<file path="config.mk">
export PLATFORM = sky130hd
export DESIGN_NAME = clk_period_meter
export DESIGN_NICKNAME = d
export VERILOG_FILES = /design/src/rtl/clk_period_meter.sv
export SDC_FILE = /design/constraint.sdc
export NUM_CORES = 1
export LEC_CHECK = 0
export CORE_MARGIN = 2
export CORE_UTILIZATION = 60
export DETAILED_ROUTE_END_ITERATION = 6
export HOLD_SLACK_MARGIN = 0.1
export PLACE_DENSITY = 0.84
export SYNTH_ARGS = -nofsm -noshare
export SYNTH_HDL_FRONTEND = slang
export SYNTH_SLANG_ARGS = --single-unit
export TNS_END_PERCENT = 5
</file>
<file path="constraint.sdc">
create_clock -name clk -period 3.1 [get_ports clk]
set_input_delay 0.31 -clock clk [delete_from_list [all_inputs] [get_ports clk]]
set_output_delay 0.31 -clock clk [all_outputs]
set_load 0.02 [all_outputs]
</file>
<file path="src/rtl/clk_period_meter.sv">
// Measures the period and high time of a slow asynchronous clock in units of clk cycles.
// Lock is kept while rising edges keep arriving within TIMEOUT clk cycles of each other.
module clk_period_meter #(
  parameter int          WIDTH   = 32,
  parameter logic [31:0] TIMEOUT = 32'd100000
) (
  input  logic             clk,
  input  logic             rst,
  input  logic             in_clk,
  output logic [WIDTH-1:0] period,
  output logic [WIDTH-1:0] high_time,
  output logic             meas_valid,
  output logic             locked,
  output logic             timeout
);

  localparam logic [WIDTH-1:0] TO_LIM = WIDTH'(TIMEOUT);
  localparam logic [WIDTH-1:0] ONE    = WIDTH'(1);

  typedef enum logic [1:0] {
    IDLE   = 2'd0,
    ARM    = 2'd1,
    LOCKED = 2'd2
  } state_t;

  state_t           state, state_d;
  logic             s1, s2, s3;
  logic             rise, fall;
  logic             take_meas, to_hit;
  logic [WIDTH-1:0] per_cnt, hi_cnt, hi_latched;

  assign rise = s2 & ~s3;
  assign fall = ~s2 & s3;

  // A rise beats an expiring per_cnt in the same cycle, so period == TIMEOUT is a valid measurement.
  always_comb begin
    state_d   = state;
    take_meas = 1'b0;
    to_hit    = 1'b0;
    case (state)
      IDLE: begin
        if (rise) state_d = ARM;
      end
      ARM, LOCKED: begin
        if (rise) begin
          state_d   = LOCKED;
          take_meas = 1'b1;
        end else if (per_cnt == TO_LIM) begin
          state_d = IDLE;
          to_hit  = 1'b1;
        end
      end
      default: state_d = IDLE;
    endcase
  end

  always_ff @(posedge clk) begin
    if (rst) begin
      s1         <= 1'b0;
      s2         <= 1'b0;
      s3         <= 1'b0;
      state      <= IDLE;
      per_cnt    <= '0;
      hi_cnt     <= '0;
      hi_latched <= '0;
      period     <= '0;
      high_time  <= '0;
      meas_valid <= 1'b0;
      locked     <= 1'b0;
      timeout    <= 1'b0;
    end else begin
      s1         <= in_clk;
      s2         <= s1;
      s3         <= s2;
      state      <= state_d;
      meas_valid <= take_meas;
      timeout    <= to_hit;
      locked     <= (state_d == LOCKED);

      if (rise) begin
        per_cnt <= ONE;
        hi_cnt  <= ONE;
        if (state != IDLE) begin
          period    <= per_cnt;
          high_time <= hi_latched;
        end
      end else if (state != IDLE) begin
        // per_cnt parks at TIMEOUT on expiry and is frozen in IDLE, so it never wraps.
        if (!to_hit) per_cnt <= per_cnt + ONE;
        if (fall) begin
          hi_latched <= hi_cnt;
        end else if (s2) begin
          hi_cnt <= hi_cnt + ONE;
        end
      end
    end
  end

endmodule

</file>
==> metrics.md <==
| Metric | Value |
|---|---|
| Max-slew violation count | `0` |
| Register area share after synthesis | `0.500` |
| Crit path max fanout | `41` |
| Largest cells by area after synthesis | `dfxtp_1 (50%), nand2_1 (12%), a21oi_1 (8.0%)` |
| Router iterations before antenna repair | `5` |
| Switching share of power | `0.201` |
| Routed Antenna Nets | `0` |
| Post-synth top cells | `nand2_1 (213), dfxtp_1 (168), a21oi_1 (107)` |
| Clock Skews | `0.00668 ns` |
| Clock Sinks | `168` |
| Final period util | `0.740` |
| Initial Utilization | `0.618` |
| Port bufs | `69` |
| NetSw | `892 uW` |
| Min Tclk post-route | `2.29 ns` |
| Sequential power share | `0.489` |
| Ant diodes | `0` |
| HP Class | `in2reg` |
| Post-synth EDFFs | `0` |
| RSZ-0062 raised after global routing | `no` |
| Area grow syn2layout | `20.1%` |
| Leak | `0.00259 uW` |
| GRT overflow | `0` |
| WP data arrival | `2.69 ns` |
| Die height | `110 um` |
| Cells after Synth | `805` |
| Unique cell type count in the Yosys netlist | `50` |
| Slew HR | `0.473` |
| Area leader, netlist | `dfxtp_1` |
| H-tree Lvls | `4` |
| Highest achievable clock rate | `0.436 GHz` |
| Clk buf depth | `2` |
| Critical path endpoint | `high_time[11]$_SDFFE_PP0P_` |
| Cts hold-fix bufs | `0` |
| Largest net degree at the start of global routing | `76` |
| Initial antenna violation count | `0` |
| Flop and latch count out of synthesis | `168` |
| Num ports | `70` |
| CTS Buf Count | `17` |
| Top-count cell post-synth | `nand2_1` |
| WL/cell | `14.4 um` |
| Row cnt | `38` |
| Synthesized net count | `813` |
| Worst IR drop on VDD | `0.000467 V` |
| Final setup viols | `0` |
| Setup crit start | `state[1]$_SDFF_PP0_` |
| Syn Std Cell Area | `0.00673 mm^2` |
| R2r endpoint | `high_time[11]$_SDFFE_PP0P_` |
| CTS root buf | `clkbuf_8` |
| Ys async rst share | `0` |
| Clock share of power | `0.491` |
| Final hold vios | `0` |
| CTS resizes | `0` |
| Final Routed Wirelength | `14500 um` |
| Main flop type after synthesis | `dfxtp_1` |
| Die width | `110 um` |
| Fillers | `821` |
| Required @ worst endpoint | `3.50 ns` |
| Pint | `3550 uW` |
| Post-CTS Setup Bufs | `0` |
| Cell count of the worst reg-to-reg path | `8` |
| Pwr Density | `549 mW/mm^2` |
| Fraction of layout cells with a size suffix above 1 | `0.0751` |
| GP Congestion | `0.801` |
| Drt initial violations | `287` |
| Nets | `862` |
| Vias | `5667` |
| Post-DP HPWL | `9740 um` |
| Vias per cell | `5.64` |
| Crit path kind | `reg2reg` |
| Worst r2r src | `state[1]$_SDFF_PP0_` |
| TritonCTS clock tree | `done` |
| Synth top area share | `0.500` |
| FF-to-FF setup slack | `0.81 ns` |
| Core area | `0.0109 mm^2` |
| Post-route DRC | `0` |
| Worst Setup Start Kind | `register` |
| Hold WS | `0.276 ns` |
| Worst slew pin tran | `0.788 ns` |
| Die area | `0.0121 mm^2` |
| Critical path capture point type | `register` |
| Status | `finished clean` |
| Avg Cell Area, Syn | `8.36 um^2` |
| Clock Latency Late Sink | `0.54 ns` |
| Number of global-route vias before repair | `5330` |
| Worst hold start | `rst` |
| First-pass GRT wire length | `24300 um` |
| Total GRT Usage | `0.255` |
| Total Neg Setup Slack | `0 ns` |
| Comb power frac | `0.020` |
| Worst-path clk slew | `0.06 ns` |
| YS warnings | `0` |
| Max-Cap Viols | `0` |
==> per-stage QoR <==
step,setup slack (ns),std cells,utilization,total power [uW],area [um^2]
after CTS,0.831,1005,0.742,4450,8080
after floorplan,1.15,805,-,2280,6730
after global routing,0.632,1005,0.742,4550,8080
after global placement,0.968,975,0.686,2300,7470
final,0.807,1005,0.742,4440,8080
after detailed placement,0.853,975,0.686,2300,7470
==> worst min-delay path by stage <==
stage / endpoint / depth (start not counted)
2_1_floorplan: s2$_SDFF_PP0_ / 1
3_3_place_gp: s2$_SDFF_PP0_ / 1
3_5_place_dp: s2$_SDFF_PP0_ / 1
4_1_cts: per_cnt[0]$_SDFFE_PP0P_ / 2
5_1_grt: per_cnt[0]$_SDFFE_PP0P_ / 2
6_report: per_cnt[0]$_SDFFE_PP0P_ / 2
==> layout make-up <==
cell class	instances	area, um^2	area share
flip-flops and latches	168	3360	0.416
inverters	14	52.6	0.00650
multi-input cells	575	3120	0.386
clock buffers	22	463	0.0573
well taps	140	175	0.0217
repair buffers	78	766	0.0948
clock inverters	8	145	0.0180
==> sequential cells by signal, summed over array words and instances (netlist names) <==
signal,count
hi_cnt,32
hi_latched,32
high_time,32
per_cnt,32
period,32
state,2
locked,1
meas_valid,1
s1,1
s2,1
s3,1
timeout,1
==> worst max-delay path: stages (launching register included) <==
cell and delay, ns:
dfxtp_1 0.41, inv_1 0.08, ha_1 0.21, buf_4 0.20
inv_1 0.20, nand2_2 0.46, buf_4 0.41, nand2_1 0.09
a21oi_1 0.06
==> power by group through the flow <==
stage	combinational, uW	clock, uW	sequential (uW)
after floorplan	69.1	0	2220
after global placement	81.8	0	2220
after detailed placement	85.0	0	2220
after CTS	86.0	2190	2170
after global routing	95.2	2290	2170
final	87.1	2180	2170
==> cells in the final DEF (no fill, tap or decap), types with 6 or more instances in the layout <==
cell type / count
nand2_1: 212
dfxtp_1: 168
a21oi_1: 107
clkdlybuf4s50_1: 68
nor2_1: 61
xor2_1: 26
xnor2_1: 25
nand3_1: 21
nand4_1: 20
clkbuf_16: 16
inv_1: 14
nor4_2: 9
buf_4: 8
nor4_1: 7
and4_1: 7
o21ai_0: 7
nor2b_1: 6
nor3_1: 6
==> routing by layer <==
metal  wire length, um  global-route usage  part of all wire
met4               257               0.102             0.018
met1              6320               0.308              0.44
met5                 0                   0                 0
met2              7290               0.438              0.50
met3               592              0.0557             0.041
==> logic make-up after synthesis <==
logic type      after synthesis  synth area share
compound gates              126             0.102
xor+xnor                     51            0.0664
fa+ha+maj                     5           0.00930
buf+inv                      62            0.0398
flops                       168             0.500
mux                           1           0.00149
simple gates                392             0.282
Note: power is estimated with default switching activity, not from simulation.
